**config.mk**
```make
export PLATFORM = sky130hd
export DESIGN_NAME = axis_hdr_scheduler
export DESIGN_NICKNAME = d
export VERILOG_FILES = /design/src/rtl/hdr_sched_pkg.sv /design/src/rtl/axis_hdr_scheduler_rr_arbiter.sv /design/src/rtl/axis_hdr_scheduler.sv
export SDC_FILE = /design/constraint.sdc
export NUM_CORES = 1
export LEC_CHECK = 0
export ABC_AREA = 1
export BUFFER_PORTS_ARGS = -buffer_cell sky130_fd_sc_hd__buf_2
export CELL_PAD_IN_SITES_DETAIL_PLACEMENT = 0
export CELL_PAD_IN_SITES_GLOBAL_PLACEMENT = 2
export CORE_ASPECT_RATIO = 2
export CORE_MARGIN = 8
export CORE_UTILIZATION = 22
export CTS_CLUSTER_DIAMETER = 100
export CTS_CLUSTER_SIZE = 28
export DETAILED_ROUTE_END_ITERATION = 12
export PLACE_DENSITY = 0.86
export SLEW_MARGIN = 0
export SYNTH_ARGS = -nofsm -noshare
export SYNTH_HDL_FRONTEND = slang
export SYNTH_HIERARCHICAL = 1
export SYNTH_SLANG_ARGS = --single-unit
```
**constraint.sdc**
```tcl
create_clock -name clk -period 4.9 [get_ports clk]
set_input_delay 0 -clock clk [delete_from_list [all_inputs] [get_ports clk]]
set_output_delay 0 -clock clk [all_outputs]
set_load 0.05 [all_outputs]
```
**src/rtl/hdr_sched_pkg.sv**
```systemverilog
// Shared types and helpers for the AXI-Stream header scheduler: FSM states,
// default sizing constants and the keep-to-byte-count conversion.
package hdr_sched_pkg;

    typedef enum logic [1:0] {
        IDLE     = 2'd0,
        OFFER    = 2'd1,
        WAIT_EOP = 2'd2
    } state_e;

    localparam int DEF_N_REQ       = 4;
    localparam int DEF_TIMEOUT_CYC = 1024;
    localparam int GNT_W           = $clog2(DEF_N_REQ);
    localparam int TMO_CNT_W       = $clog2(DEF_TIMEOUT_CYC);
    localparam int KEEP_MAX_W      = 64;

    // A full beat (all keep bits set) wraps to 0, matching the inserter's count encoding.
    function automatic int popcnt_mod(input logic [KEEP_MAX_W-1:0] keep, input int nbytes);
        int cnt;
        cnt = 0;
        for (int i = 0; i < KEEP_MAX_W; i++) begin
            if (i < nbytes && keep[i]) cnt++;
        end
        return cnt % nbytes;
    endfunction

endpackage

```
**src/rtl/axis_hdr_scheduler_rr_arbiter.sv**
```systemverilog
// Round-robin arbiter: grants the first asserted request strictly after the
// pointer position, wrapping around; returns one-hot grant and its index.
module rr_arbiter #(
    parameter int N_REQ = 4,
    parameter int GW    = 2
) (
    input  logic [N_REQ-1:0] req,
    input  logic [GW-1:0]    ptr,
    output logic [N_REQ-1:0] gnt,
    output logic [GW-1:0]    gnt_idx,
    output logic             any
);

    logic [GW-1:0] idx;

    always_comb begin
        gnt     = '0;
        gnt_idx = '0;
        any     = 1'b0;
        idx     = '0;
        for (int k = 1; k <= N_REQ; k++) begin
            idx = GW'((int'(ptr) + k) % N_REQ);
            if (!any && req[idx]) begin
                any      = 1'b1;
                gnt[idx] = 1'b1;
                gnt_idx  = idx;
            end
        end
    end

endmodule

```
**src/rtl/axis_hdr_scheduler.sv**
```systemverilog
// Round-robin header scheduler for the AXI-Stream header inserter: one header per packet.
// Optional EOP watchdog enabled by defining HDR_SCHED_TIMEOUT_EN.
module axis_hdr_scheduler
    import hdr_sched_pkg::*;
#(
    parameter int DATA_WD      = 32,
    parameter int DATA_BYTE_WD = DATA_WD / 8,
    parameter int BYTE_CNT_WD  = $clog2(DATA_BYTE_WD),
    parameter int N_REQ        = DEF_N_REQ,
    parameter int TIMEOUT_CYC  = DEF_TIMEOUT_CYC
) (
    input  logic                            clk,
    input  logic                            rst_n,
    input  logic [N_REQ-1:0]                req_valid,
    input  logic [N_REQ*DATA_WD-1:0]        req_data,
    input  logic [N_REQ*DATA_BYTE_WD-1:0]   req_keep,
    output logic [N_REQ-1:0]                req_ready,
    output logic                            valid_insert,
    output logic [DATA_WD-1:0]              data_insert,
    output logic [DATA_BYTE_WD-1:0]         keep_insert,
    output logic [BYTE_CNT_WD-1:0]          byte_insert_cnt,
    input  logic                            ready_insert,
    input  logic                            valid_out,
    input  logic                            ready_out,
    input  logic                            last_out,
    output logic [$clog2(N_REQ)-1:0]        grant_id,
    output logic                            busy,
    output logic                            err_hdr,
    output logic                            timeout
);

    localparam int GW = $clog2(N_REQ);
    localparam int TW = $clog2(TIMEOUT_CYC);

    state_e                  state_q, state_d;
    logic [GW-1:0]           ptr_q, ptr_d;
    logic [GW-1:0]           gid_q, gid_d;
    logic [DATA_WD-1:0]      data_q, data_d;
    logic [DATA_BYTE_WD-1:0] keep_q, keep_d;
    logic [BYTE_CNT_WD-1:0]  bcnt_q, bcnt_d;
    logic                    err_q, err_d;

    logic [N_REQ-1:0]        arb_gnt;
    logic [N_REQ-1:0]        req_ready_c;
    logic [GW-1:0]           arb_idx;
    logic                    arb_any;
    logic [DATA_WD-1:0]      g_data;
    logic [DATA_BYTE_WD-1:0] g_keep;
    logic                    eop;
    logic                    tmo_hit;

    rr_arbiter #(
        .N_REQ (N_REQ),
        .GW    (GW)
    ) u_arb (
        .req     (req_valid),
        .ptr     (ptr_q),
        .gnt     (arb_gnt),
        .gnt_idx (arb_idx),
        .any     (arb_any)
    );

    always_comb begin
        g_data = '0;
        g_keep = '0;
        for (int i = 0; i < N_REQ; i++) begin
            if (arb_gnt[i]) begin
                g_data = req_data[i*DATA_WD +: DATA_WD];
                g_keep = req_keep[i*DATA_BYTE_WD +: DATA_BYTE_WD];
            end
        end
    end

    assign eop = valid_out & ready_out & last_out;

`ifdef HDR_SCHED_TIMEOUT_EN
    logic [TW-1:0] tcnt_q, tcnt_d;
    logic          tmo_q;

    // Counter idles at zero outside WAIT_EOP, so every entry starts a fresh count.
    always_comb begin
        tcnt_d = '0;
        if (state_q == WAIT_EOP && !eop) tcnt_d = tcnt_q + 1'b1;
    end

    assign tmo_hit = (state_q == WAIT_EOP) && !eop && (tcnt_q == TW'(TIMEOUT_CYC - 1));

    always_ff @(posedge clk or negedge rst_n) begin
        if (!rst_n) begin
            tcnt_q <= '0;
            tmo_q  <= 1'b0;
        end else begin
            tcnt_q <= tcnt_d;
            tmo_q  <= tmo_hit;
        end
    end

    assign timeout = tmo_q;
`else
    logic unused_tmo_cfg;

    assign unused_tmo_cfg = ^TW'(TIMEOUT_CYC - 1);
    assign tmo_hit        = 1'b0;
    assign timeout        = 1'b0;
`endif

    always_comb begin
        state_d     = state_q;
        ptr_d       = ptr_q;
        gid_d       = gid_q;
        data_d      = data_q;
        keep_d      = keep_q;
        bcnt_d      = bcnt_q;
        err_d       = 1'b0;
        req_ready_c = '0;
        unique case (state_q)
            IDLE: begin
                if (arb_any) begin
                    req_ready_c = arb_gnt;
                    ptr_d       = arb_idx;
                    // Empty headers are drained so a faulty source cannot stall the ring.
                    if (g_keep == '0) begin
                        err_d = 1'b1;
                    end else begin
                        data_d  = g_data;
                        keep_d  = g_keep;
                        bcnt_d  = BYTE_CNT_WD'(popcnt_mod(KEEP_MAX_W'(g_keep), DATA_BYTE_WD));
                        gid_d   = arb_idx;
                        state_d = OFFER;
                    end
                end
            end
            OFFER: begin
                if (ready_insert) state_d = WAIT_EOP;
            end
            WAIT_EOP: begin
                if (eop || tmo_hit) state_d = IDLE;
            end
            default: state_d = IDLE;
        endcase
    end

    always_ff @(posedge clk or negedge rst_n) begin
        if (!rst_n) begin
            state_q <= IDLE;
            ptr_q   <= GW'(N_REQ - 1);
            gid_q   <= '0;
            data_q  <= '0;
            keep_q  <= '0;
            bcnt_q  <= '0;
            err_q   <= 1'b0;
        end else begin
            state_q <= state_d;
            ptr_q   <= ptr_d;
            gid_q   <= gid_d;
            data_q  <= data_d;
            keep_q  <= keep_d;
            bcnt_q  <= bcnt_d;
            err_q   <= err_d;
        end
    end

    // Grant is combinational from IDLE; masking with rst_n keeps it quiet while reset is held.
    assign req_ready       = req_ready_c & {N_REQ{rst_n}};
    assign valid_insert    = (state_q == OFFER);
    assign busy            = (state_q != IDLE);
    assign data_insert     = data_q;
    assign keep_insert     = keep_q;
    assign byte_insert_cnt = bcnt_q;
    assign grant_id        = gid_q;
    assign err_hdr         = err_q;

endmodule
```
==> run_results.csv <==
group,metric,value,unit
critical_path,worstPathRequired,5.06,ns
placement,dp.final_hpwl,11200,um
floorplanning,start_util,0.222,
critical_path,critPathBufInv,5,
critical_path,path_cells,"inv_8, ha_1, inv_2, nand3_4, nand2_4, nor2_4, a21oi_1, nand3_2, inv_4, nand2_1, nand2_1, o21a_1, inv_1, ha_1, nand3_1, nor2_4, nor2_4, inv_4, nand2_1, o21ai_0",
sta,min_period_over_period,0.842,
yosys,ys_ff_latch,45,
drt,wl,13700,um
sta,fmax,242,MHz
drt,wire_per_inst,14.5,um
yosys,synth_most_common_cell,"nand2_1",
critical_path,r2r-start,"ptr_q[0]$_DFFE_PN1P_",
yosys,yosysSeqAreaShare,0.315,
yosys,synth_cell_type_count,31,
drt,drt-initial-drc-count,151,
sta,setup_tns,0,ns
critical_path,end_kind,"flop",
min_path,hold_path_depth,5,
critical_path,path_class,"flop to flop",
cts,cts.sinks,45,
critical_path,reg2reg_depth,20,
cts,cts_buffer_depth,2,
sta,slew_violations,0,
placement,place_area,4710,um^2
cells_and_area,area_growth,37.0,%
yosys,synth_area_leaders,"dfrtp_1 30%, nand2_1 26%, o21ai_0 6.4%, a21oi_1 6.1%, nand3_1 4.3%",
yosys,synth_flop_cell,"dfrtp_1",
yosys,postSynthCellCount,555,
cts,cts_root_buffer,"clkbuf_16",
drt,via_count,4197,
drt,wl_met3,1740,um
global_routing,grt_pass1_vias,4425,
global_routing,grt_pass1_wl,22300,um
floorplanning,die_area,20900,um^2
drt,avgViaCountPerCell,4.45,
drt,drc,0,
sta,rsz0062_at_grt,"no",
drt,dr.pass1.iters,4,
floorplanning,die_h,196,um
sta,finalSetupViolations,0,
yosys,synth_warnings,6,
sta,fin_skew,0.00756,ns
sta,hold_ws,0.0226,ns
min_path,worstHoldEndpoint,"data_insert[5]$_DFFE_PN0P_",
critical_path,path_max_fanout,44,
critical_path,cpPeakStageDelay,0.72,ns
critical_path,worstPathArrival,4.29,ns
sta,period_needed,4.12,ns
cells_and_area,design_area,4910,um^2
sta,hold_violations,0,
cts,cts_buffers,5,
floorplanning,dieWidth,106,um
sta,maxSlewHeadroom,0.286,
cts,h-tree-depth,2,
cts,path_clk_slew,0.07,ns
cells_and_area,drive_above_1_share,0.332,
critical_path,start_kind,"flop",
cells_and_area,fin_nets,903,
floorplanning,row_count,66,
cells_and_area,diodes,0,
critical_path,r2r_slack,0.78,ns
placement,gp_congestion,0.790,
critical_path,slowest_stage,"dfstp_2",
global_routing,grt_use_total,0.130,
run_status,status,"completed",
global_routing,antenna_found_initial,0,
drt,met2_length,5830,um
cts,post_cts_buffers,0,
drt,maxUsedRoutingLayer,"met4",
cts,cts_tree,"built",
yosys,synth_top_area_share,0.300,
yosys,netlist_area,3580,um^2
yosys,synth_area_per_cell,6.45,um^2
cts,clock_latency,0.29,ns
floorplanning,ioPinCount,202,
floorplanning,core,16100,um^2
yosys,synth_edf_count,0,
min_path,hold_path_class,"primary input to flop",
yosys,ys_async_sr_fraction,1.00,
yosys,synth_top_area_cell,"dfrtp_1",
drt,drtAntennaViolNets,0,
run,drv_cap,0,
drt,wl_met1,5970,um
critical_path,cp_top_family,"simple AND/OR/NAND/NOR gates",
sta,worst_slew_pin_slew,1.07,ns
min_path,holdCritStartpoint,"req_data[101]",
cells_and_area,fin_util,0.305,
placement,io_buffers,200,
yosys,synth_nets,719,
global_routing,grt_max_degree,47,
critical_path,rr_endpoint,"keep_insert[3]$_DFFE_PN0P_",
yosys,synth_common_cells,"252 x nand2_1, 46 x o21ai_0, 44 x a21oi_1",
global_routing,gr-total-overflow,0,
## flip-flops by register name (all words and copies together), names as in the netlist
register / cells
data_insert: 32
keep_insert: 4
byte_insert_cnt: 2
grant_id: 2
ptr_q: 2
state_q: 2
err_hdr: 1
## per-layer routing
layer | vias up | track usage
met1 | 1815 | 0.161
met4 | 0 | 0.0262
met3 | 9 | 0.0615
met5 | - | 0
met2 | 205 | 0.199
li1 | 2168 | -
## per-stage QoR
| stage | worst slack [ns] | std cells |
|---|---|---|
| finish | 0.775 | 944 |
| global route | 0.381 | 944 |
| CTS | 0.735 | 944 |
| detailed placement | 0.753 | 934 |
| global placement | 0.856 | 934 |
| floorplan | 1.53 | 555 |
## how the worst max path moves through the flow
stage / startpoint / end / slack, ns / cells after the start
floorplan: ptr_q[0]$_DFFE_PN1P_ / grant_id[1]$_DFFE_PN0P_ / 1.53 / 23
global placement: ptr_q[0]$_DFFE_PN1P_ / keep_insert[3]$_DFFE_PN0P_ / 0.86 / 20
detailed placement: ptr_q[0]$_DFFE_PN1P_ / keep_insert[3]$_DFFE_PN0P_ / 0.75 / 20
CTS: ptr_q[0]$_DFFE_PN1P_ / keep_insert[3]$_DFFE_PN0P_ / 0.74 / 20
global route: ptr_q[0]$_DFFE_PN1P_ / keep_insert[3]$_DFFE_PN0P_ / 0.38 / 20
finish: ptr_q[0]$_DFFE_PN1P_ / keep_insert[3]$_DFFE_PN0P_ / 0.78 / 20
## what timing repair did
item / 4_1_cts / 5_1_grt
hold buffers: 2 / 0
hold endpoints to repair: 45 / 0
gates resized for setup: 0 / 0
## logic make-up (layout without fill, tap and decap cells)
group | after synthesis | in the layout | synth area share
and+or+nand+nor | 323 | 323 | 0.393
AOI/OAI and AO/OA | 120 | 120 | 0.173
buffers and inverters | 56 | 241 | 0.0832
DFF | 45 | 45 | 0.315
adders and majority gates | 10 | 10 | 0.0349
other | 1 | 1 | 0.00105
## layout make-up
type	instances	area, um^2
sequential	45	1130
fill	1833	11200
multi-input combinational	454	2170
inverter	23	98.8
tap	204	255
timing repair buffer	210	1080
clock inverter	3	47.5
clock buffer	5	125
## cell usage in the layout (no fill, tap or decap), types with 8 or more instances in the layout
cell	instances
a21oi_1	44
ha_1	10
buf_4	8
inv_1	17
nand2_1	252
nand4_1	9
o21ai_0	46
dfrtp_1	43
nand3_1	28
buf_2	200
o21ai_1	23
## worst min-delay path, stage by stage
cell	delay (ns)
buf_2	0.07
nand2_1	0.04
o21ai_1	0.06
nand2_1	0.05
nand2_1	0.05
Power is left out: the tool's default activity adds up to more than one toggle a clock period on the data nets, which glitch-free logic cannot reach.
